### src/rtl/adc_spi_pkg.sv
// Shared types and default constants for the serial ADC read path.
package adc_spi_pkg;

  // Frame sequencer states; encodings are fixed so they read the same in any dump.
  typedef enum logic [2:0] {
    ST_IDLE     = 3'd0,
    ST_SETUP    = 3'd1,
    ST_SCK_LOW  = 3'd2,
    ST_SCK_HIGH = 3'd3,
    ST_HOLD     = 3'd4,
    ST_GAP      = 3'd5
  } adc_state_t;

  // Defaults for the top-level ADC instance (2 MHz SCK from 48 MHz).
  localparam int ADC_CLK_DIV   = 12;
  localparam int ADC_CMD_BITS  = 8;
  localparam int ADC_DATA_BITS = 16;

  // Larger of two integers, used to size the shared phase timer.
  function automatic int max_of(input int a, input int b);
    return (a > b) ? a : b;
  endfunction

endpackage

### src/rtl/sync_2ff.sv
// Two-flop synchronizer for a single asynchronous input bit.
module sync_2ff (
  input  logic clock,
  input  logic async_in,
  output logic sync_out
);

  logic meta;

  // First flop may go metastable; second flop gives it a full cycle to settle.
  always_ff @(posedge clock) begin
    meta     <= async_in;
    sync_out <= meta;
  end

endmodule

### src/rtl/adc_spi_in.sv
// SPI mode-0 master that sends a command word and reads back an ADC sample.
module adc_spi_in
  import adc_spi_pkg::*;
#(
  parameter int CLK_DIV   = ADC_CLK_DIV,
  parameter int CMD_BITS  = ADC_CMD_BITS,
  parameter int DATA_BITS = ADC_DATA_BITS,
  parameter int CS_SETUP  = 4,
  parameter int CS_HOLD   = 4,
  parameter int CS_IDLE   = 24
) (
  input  logic                 Clock_48MHz,
  input  logic                 Reset,
  input  logic                 i_Start,
  input  logic [CMD_BITS-1:0]  i_Command,
  input  logic                 i_SPI_MISO,
  output logic                 o_SPI_CS,
  output logic                 o_SPI_Clock,
  output logic                 o_SPI_MOSI,
  output logic [DATA_BITS-1:0] o_Data = '0,
  output logic                 o_Valid,
  output logic                 o_Ready
);

  localparam int NBITS   = CMD_BITS + DATA_BITS;
  localparam int TMR_MAX = max_of(max_of(CLK_DIV, CS_SETUP), max_of(CS_HOLD, CS_IDLE));
  localparam int TMR_W   = $clog2(TMR_MAX);
  localparam int BIT_W   = $clog2(NBITS);

  localparam logic [TMR_W-1:0] DIV_LOAD   = TMR_W'(CLK_DIV - 1);
  localparam logic [TMR_W-1:0] SETUP_LOAD = TMR_W'(CS_SETUP - 1);
  localparam logic [TMR_W-1:0] HOLD_LOAD  = TMR_W'(CS_HOLD - 1);
  localparam logic [TMR_W-1:0] IDLE_LOAD  = TMR_W'(CS_IDLE - 1);
  localparam logic [BIT_W-1:0] CMD_IDX    = BIT_W'(CMD_BITS);
  localparam logic [BIT_W-1:0] LAST_IDX   = BIT_W'(NBITS - 1);

  adc_state_t           state;
  logic [TMR_W-1:0]     timer;
  logic [BIT_W-1:0]     bit_idx;
  logic [CMD_BITS-1:0]  tx_shift;
  logic [CMD_BITS-1:0]  tx_next;
  logic [DATA_BITS-1:0] rx_shift;
  logic                 miso_sync;
  logic                 phase_end;
  logic                 accept;
  logic                 sck_fall;
  logic                 hold_end;

  sync_2ff u_miso_sync (
    .clock    (Clock_48MHz),
    .async_in (i_SPI_MISO),
    .sync_out (miso_sync)
  );

  // Every phase loads the timer with length-1 and ends when it reaches zero.
  assign phase_end = (timer == '0);
  assign accept    = (state == ST_IDLE) && i_Start;
  assign sck_fall  = (state == ST_SCK_HIGH) && phase_end;
  assign hold_end  = (state == ST_HOLD) && phase_end;
  // Zero-filled shift: once every command bit is out, the MSB is 0 by itself.
  assign tx_next   = tx_shift << 1;

  // Frame sequencer: phase timing, bit counting and all SPI/handshake outputs.
  always_ff @(posedge Clock_48MHz) begin
    if (Reset) begin
      // Abort any frame; the gap timer is primed so Ready returns CS_IDLE cycles after release.
      state       <= ST_GAP;
      timer       <= IDLE_LOAD;
      bit_idx     <= '0;
      o_SPI_CS    <= 1'b1;
      o_SPI_Clock <= 1'b0;
      o_SPI_MOSI  <= 1'b0;
      o_Valid     <= 1'b0;
      o_Ready     <= 1'b0;
    end else begin
      o_Valid <= 1'b0;
      case (state)
        ST_IDLE: begin
          if (i_Start) begin
            state      <= ST_SETUP;
            timer      <= SETUP_LOAD;
            bit_idx    <= '0;
            o_SPI_CS   <= 1'b0;
            o_Ready    <= 1'b0;
            o_SPI_MOSI <= i_Command[CMD_BITS-1];
          end
        end
        ST_SETUP: begin
          if (phase_end) begin
            state <= ST_SCK_LOW;
            timer <= DIV_LOAD;
          end else begin
            timer <= timer - 1'b1;
          end
        end
        ST_SCK_LOW: begin
          if (phase_end) begin
            state       <= ST_SCK_HIGH;
            timer       <= DIV_LOAD;
            o_SPI_Clock <= 1'b1;
          end else begin
            timer <= timer - 1'b1;
          end
        end
        ST_SCK_HIGH: begin
          if (phase_end) begin
            o_SPI_Clock <= 1'b0;
            o_SPI_MOSI  <= tx_next[CMD_BITS-1];
            bit_idx     <= bit_idx + 1'b1;
            if (bit_idx == LAST_IDX) begin
              state <= ST_HOLD;
              timer <= HOLD_LOAD;
            end else begin
              state <= ST_SCK_LOW;
              timer <= DIV_LOAD;
            end
          end else begin
            timer <= timer - 1'b1;
          end
        end
        ST_HOLD: begin
          if (phase_end) begin
            state    <= ST_GAP;
            timer    <= IDLE_LOAD;
            o_SPI_CS <= 1'b1;
            o_Valid  <= 1'b1;
          end else begin
            timer <= timer - 1'b1;
          end
        end
        ST_GAP: begin
          if (phase_end) begin
            state   <= ST_IDLE;
            o_Ready <= 1'b1;
          end else begin
            timer <= timer - 1'b1;
          end
        end
        default: begin
          state <= ST_GAP;
          timer <= IDLE_LOAD;
        end
      endcase
    end
  end

  // Shift registers and sample output; a reset on the same edge suppresses any update.
  always_ff @(posedge Clock_48MHz) begin
    if (!Reset) begin
      if (accept) begin
        tx_shift <= i_Command;
      end else if (sck_fall) begin
        tx_shift <= tx_next;
      end
      // Bits clocked in while the command is going out are dropped.
      if (sck_fall && (bit_idx >= CMD_IDX)) begin
        rx_shift <= (rx_shift << 1) | DATA_BITS'(miso_sync);
      end
      if (hold_end) begin
        o_Data <= rx_shift;
      end
    end
  end

endmodule

### config.mk
export PLATFORM = sky130hd
export DESIGN_NAME = adc_spi_in
export DESIGN_NICKNAME = d
export VERILOG_FILES = /design/src/rtl/adc_spi_pkg.sv /design/src/rtl/sync_2ff.sv /design/src/rtl/adc_spi_in.sv
export SDC_FILE = /design/constraint.sdc
export NUM_CORES = 1
export LEC_CHECK = 0
export CAP_MARGIN = 5
export CORE_MARGIN = 4
export CORE_UTILIZATION = 46
export DETAILED_ROUTE_END_ITERATION = 6
export PLACE_DENSITY = 0.79
export SKIP_CTS_REPAIR_TIMING = 1
export SLEW_MARGIN = 0
export SYNTH_ARGS = -nofsm -noshare
export SYNTH_HDL_FRONTEND = slang
export SYNTH_SLANG_ARGS = --single-unit
### constraint.sdc
create_clock -name Clock_48MHz -period 4.6 [get_ports Clock_48MHz]
set_clock_uncertainty 0.1 [all_clocks]
set_input_delay 0.92 -clock Clock_48MHz [delete_from_list [all_inputs] [get_ports Clock_48MHz]]
set_output_delay 0.92 -clock Clock_48MHz [all_outputs]
set_load 0.005 [all_outputs]
==> flow_summary.ini, run 1 <==
[timing]
min_period_ns = 2.84
setup_tns_ns = 0
fmax_mhz = 352
slew_headroom_pct = 45.7
finalSetupViolCount = 0
worst_slew_pin_slew_ns = 0.813
period_share_pct = 61.8
fin_ws_ns = 1.76
drv_slew = 0
hold-worst-slack_ns = 0.232
rsz0062_at_grt = false
hold_viol_final = 0

[route]
ant_nets = 0
wl_per_cell_microns = 13.6
wl_mm = 3.98
num_vias = 1523
drt_iter0_drc = 81
drt_pass1_iterations = 4
route.detailed.drc = 0
vias_per_cell = 5.20

[critical_path]
critical_path_class = input port to register
path_buf_inv = 1
cp_cell_sequence = clkdlybuf4s50_1 > nor4b_4 > a21oi_2 > nor2_1
path_max_fanout = 11
cp_slowest_cell = nor4b_4
cp_top_family = simple AND/OR/NAND/NOR gates
start_kind = input port
crit_required_ns = 4.47
slowest_delay_ns = 0.59
end_kind = register
crit_arrival_ns = 2.71

[clock_tree]
numCtsBuffers = 9
h-tree-depth = 3
clkLatencyLatePin_ns = 0.33
clk_pin_slew_ns = 0.06
cts_sinks = 59
clock_path_buffers = 2
cts-root-buf = clkbuf_8
cts_tree = yes

[layout]
seqCellArea_sq_um = 1570
n_antenna_cell = 0
final_layout_size_suffix_gt1_share_pct = 17.9
utilization_pct = 58.6
layout_commonest_cell = edfxtp_1
design_area_sq_um = 2990
fillers = 415
most-common-layout-cells = edfxtp_1 (39), clkdlybuf4s50_1 (32), dfxtp_1 (20), a21oi_1 (13), nor2_1 (11)
area_growth_pct = 23.6
multi_input_area_sq_um = 767
finalNonFillerCells = 293
nNetsFinal = 233

[global_routing]
grt.overflow.total = 0
antenna_found_initial = 0
grt_pass1_vias = 1449
grt_first_pass_wirelength_mm = 6.69
gr-usage-all-layers_pct = 13.8
grt_max_degree = 23

[yosys]
synth_cells = 182
synth_area_sq_um = 2420
synthTopCellsByArea = edfxtp_1 (48%), dfxtp_1 (17%), mux2_2 (2.8%), a21oi_1 (2.7%), nor2_1 (1.7%)
async_flop_share_pct = 0
yosys_most_used_dff = edfxtp_1
synth-seq-cells = 59
synth_edf_count = 39
netlist.area_leader.share_pct = 48.4
synth.net_count = 197
syn_area_per_cell_sq_um = 13.3
seq_area_frac_synth_pct = 64.9
synth.distinct_cells = 49
synth_warnings = 0
synth_area_leader_cell = edfxtp_1

[floorplanning]
io_pins = 33
die-area_sq_um = 6490
die-width_microns = 80.5
core_area_sq_um = 5110
start_util_pct = 47.4
die_h_microns = 80.5
rows = 26

[power]
p_leak_nw = 1.02
p_total_mw = 1.03
p_per_area_nw_per_um2 = 346
irDropWorstVdd_uv = 212

[placement]
dpl-instance-area_sq_um = 2800
port-buffer-count = 32
hpwl_mm = 2.67
pre_cts_ws_ns = 1.35
dp_cells = 277
place_congestion = 0.872

[status]
status = finished, final reports clean

[hold_path]
hp-class = register to register

[job]
maxCapViolations = 0
[metal layers]
metal / vias to the layer above / GRT usage (%) / routed length (microns)
li1: 761 / - / -
met1: 697 / 17.9 / 1780
met2: 59 / 20.3 / 1870
met3: 6 / 4.71 / 300
met4: 0 / 7.26 / 29
met5: - / 0 / 0
[cells in the mapped netlist, types with 2 or more instances]
library cell and count:
a211oi_1 2, nor4_1 3, nand2_1 5, clkbuf_1 3, or3_1 3, o21ai_0 5, ha_1 3, a31oi_1 3
nor3_1 5, edfxtp_1 39, nand2b_1 3, inv_1 8, nand3b_1 3, dfxtp_1 20, buf_2 4, a21oi_1 13
nand3_1 3, a21o_1 2, o21ai_1 7, and2_1 2, nor2_1 11, buf_6 3, mux2_2 6
[power by group]
group          total (mW)  leakage, nW  internal, mW  switching (mW)
registers           0.564        0.513         0.561         0.00269
logic              0.0234        0.414        0.0137         0.00973
clock network       0.447       0.0885         0.250           0.198
[worst paths after layout]
path	start	end	slack, ns	depth (start not counted)
max	i_Start	tx_shift[1]	1.76	4
min	u_miso_sync.meta	u_miso_sync.sync_out	0.23	0
max reg2reg	state[1]	tx_shift[1]	2.26	3
min reg2reg	u_miso_sync.meta	u_miso_sync.sync_out	0.23	0
[layout make-up]
type / instances / area share [%]
clock buffers: 10 / 4.26
clock inverters: 6 / 2.22
inverters: 8 / 1.00
multi-input cells: 105 / 25.6
flip-flops and latches: 59 / 52.5
well taps: 70 / 2.93
repair buffers: 35 / 11.5
[sequential cells by signal, summed over array words and instances, names as in the netlist]
| signal | count |
|---|---|
| o_Data | 16 |
| rx_shift | 16 |
| tx_shift | 7 |
| bit_idx | 5 |
| timer | 5 |
| state | 3 |
| o_Ready | 1 |
| o_SPI_CS | 1 |
| o_SPI_Clock | 1 |
| o_SPI_MOSI | 1 |
| o_Valid | 1 |
| u_miso_sync.meta | 1 |
| u_miso_sync.sync_out | 1 |
[cells by family after synthesis]
| kind of cell | after synthesis | share of synthesized area, % |
|---|---|---|
| AOI/OAI and AO/OA | 46 | 13.5 |
| and+or+nand+nor | 50 | 13.3 |
| buffers and inverters | 18 | 3.93 |
| muxes | 6 | 2.79 |
| adders and majority gates | 3 | 1.55 |
| DFF | 59 | 64.9 |
Power figures use the tool's default switching activity.
==> run 2, diff against run 1 <==
- PLACE_DENSITY: 0.79 -> 0.81
- clock period: 4.6 -> 2.35 ns (I/O delays scaled with it)
==> flow_summary.ini, run 2 (same netlist as run 1, synthesis figures left out) <==
[status]
status = finished, final reports clean

[route]
ant_nets = 0
wl_mm = 4.23
vias_per_cell = 5.33
drt_iter0_drc = 95
num_vias = 1604
route.detailed.drc = 0
wl_per_cell_microns = 14.0
drt_pass1_iterations = 4

[timing]
slew_headroom_pct = 59.3
period_share_pct = 87.2
finalSetupViolCount = 0
setup_tns_ns = 0
drv_slew = 0
hold_viol_final = 0
min_period_ns = 2.05
rsz0062_at_grt = false
fmax_mhz = 488
worst_slew_pin_slew_ns = 0.609
hold-worst-slack_ns = 0.229

[clock_tree]
numCtsBuffers = 9
cts_sinks = 59
h-tree-depth = 3
clock_path_buffers = 2
clk_pin_slew_ns = 0.07
cts-root-buf = clkbuf_8
cts_tree = yes
clkLatencyLatePin_ns = 0.33

[critical_path]
path_max_fanout = 9
cp_slowest_cell = or3_1
slowest_delay_ns = 0.37
cp_top_family = simple AND/OR/NAND/NOR gates
end_kind = register
start_kind = register
crit_required_ns = 2.51
cp_cell_sequence = inv_1 > ha_1 > nor4b_2 > buf_4 > a21oi_2 > or3_1 > a21oi_1
crit_arrival_ns = 2.21
path_buf_inv = 2
critical_path_class = register to register

[floorplanning]
rows = 26
die-width_microns = 80.5
core_area_sq_um = 5110
io_pins = 33
die-area_sq_um = 6490
die_h_microns = 80.5
start_util_pct = 47.4

[layout]
most-common-layout-cells = edfxtp_1 (39), clkdlybuf4s50_1 (32), dfxtp_1 (20), a21oi_1 (13)
fillers = 419
nNetsFinal = 241
area_growth_pct = 29.7
final_layout_size_suffix_gt1_share_pct = 21.2
multi_input_area_sq_um = 785
layout_commonest_cell = edfxtp_1
reg.largest.list = o_Data: 16 flops, rx_shift: 16 flops, tx_shift: 7 flops
n_antenna_cell = 0
seqCellArea_sq_um = 1570

[global_routing]
grt.overflow.total = 0
grt_max_degree = 19
grt_pass1_vias = 1478
grt_first_pass_wirelength_mm = 7.13
antenna_found_initial = 0
gr-usage-all-layers_pct = 14.7

[placement]
hpwl_mm = 2.92
port-buffer-count = 32
place_congestion = 0.892

[power]
irDropWorstVdd_uv = 401
p_leak_nw = 1.10
p_total_mw = 2.35
p_per_area_nw_per_um2 = 749

[job]
maxCapViolations = 0

[hold_path]
hp-class = register to register
## run 2: changes by cell type in the layout (fill, tap and decap cells not counted), sizes merged
| cell | change |
|---|---|
| clkbuf | -1 |
| clkinv | -1 |
| clkinvlp | -1 |
| buf | +8 |
| bufinv | +3 |
## run 2: final timing paths
path / from / endpoint / slack [ns] / cells after the start
max: timer[0] / bit_idx[3] / 0.30 / 7
min: u_miso_sync.meta / u_miso_sync.sync_out / 0.23 / 0
max reg2reg: timer[0] / bit_idx[3] / 0.30 / 7
min reg2reg: u_miso_sync.meta / u_miso_sync.sync_out / 0.23 / 0
## run 2: worst register-to-register path: cells and delay by family (launching register included)
| kind | cells | cell delay, ns |
|---|---|---|
| compound gates | 2 | 0.27 |
| simple gates | 2 | 0.72 |
| flops | 1 | 0.35 |
| buf+inv | 2 | 0.31 |
| fa+ha+maj | 1 | 0.23 |
## run 2: power breakdown
part | total (mW) | internal [mW] | switching (mW)
Combinational | 0.0493 | 0.0290 | 0.0204
Sequential | 1.10 | 1.10 | 0.00541
Clock | 1.20 | 0.809 | 0.391
Total | 2.35 | 1.94 | 0.417
## run 2: through the flow
| stage | util (%) | area (sq um) | cells | setup WS (ns) |
|---|---|---|---|---|
| 3_5_place_dp | 56.3 | 2880 | 285 | 0.222 |
| 5_1_grt | 61.5 | 3140 | 301 | 0.131 |
| 2_1_floorplan | - | 2450 | 182 | 0.108 |
| 4_1_cts | 61.5 | 3140 | 301 | 0.308 |
| 3_3_place_gp | 56.3 | 2880 | 285 | 0.225 |
| 6_report | 61.5 | 3140 | 301 | 0.300 |
## run 2: routing by layer
metal  GRT usage (%)  vias to the layer above  wire [microns]
met3            4.60                       19             272
met5               0                        -               0
met1            19.5                      745            1890
li1                -                      775               -
met2            20.7                       65            1900
met4            9.46                        0             169
## run 2: cell type report
class                   count  area share, %
clock buffers               9           3.94
clock inverters             7           4.46
inverters                   8          0.956
multi-input cells         105           25.0
flip-flops and latches     59           50.0
well taps                  70           2.79
repair buffers             43           12.8
==> run 3, diff against run 2 <==
- SLEW_MARGIN: 0 -> 20
==> results of run 3 <==
The final DEF is identical to that of run 2; final timing and power are the same.
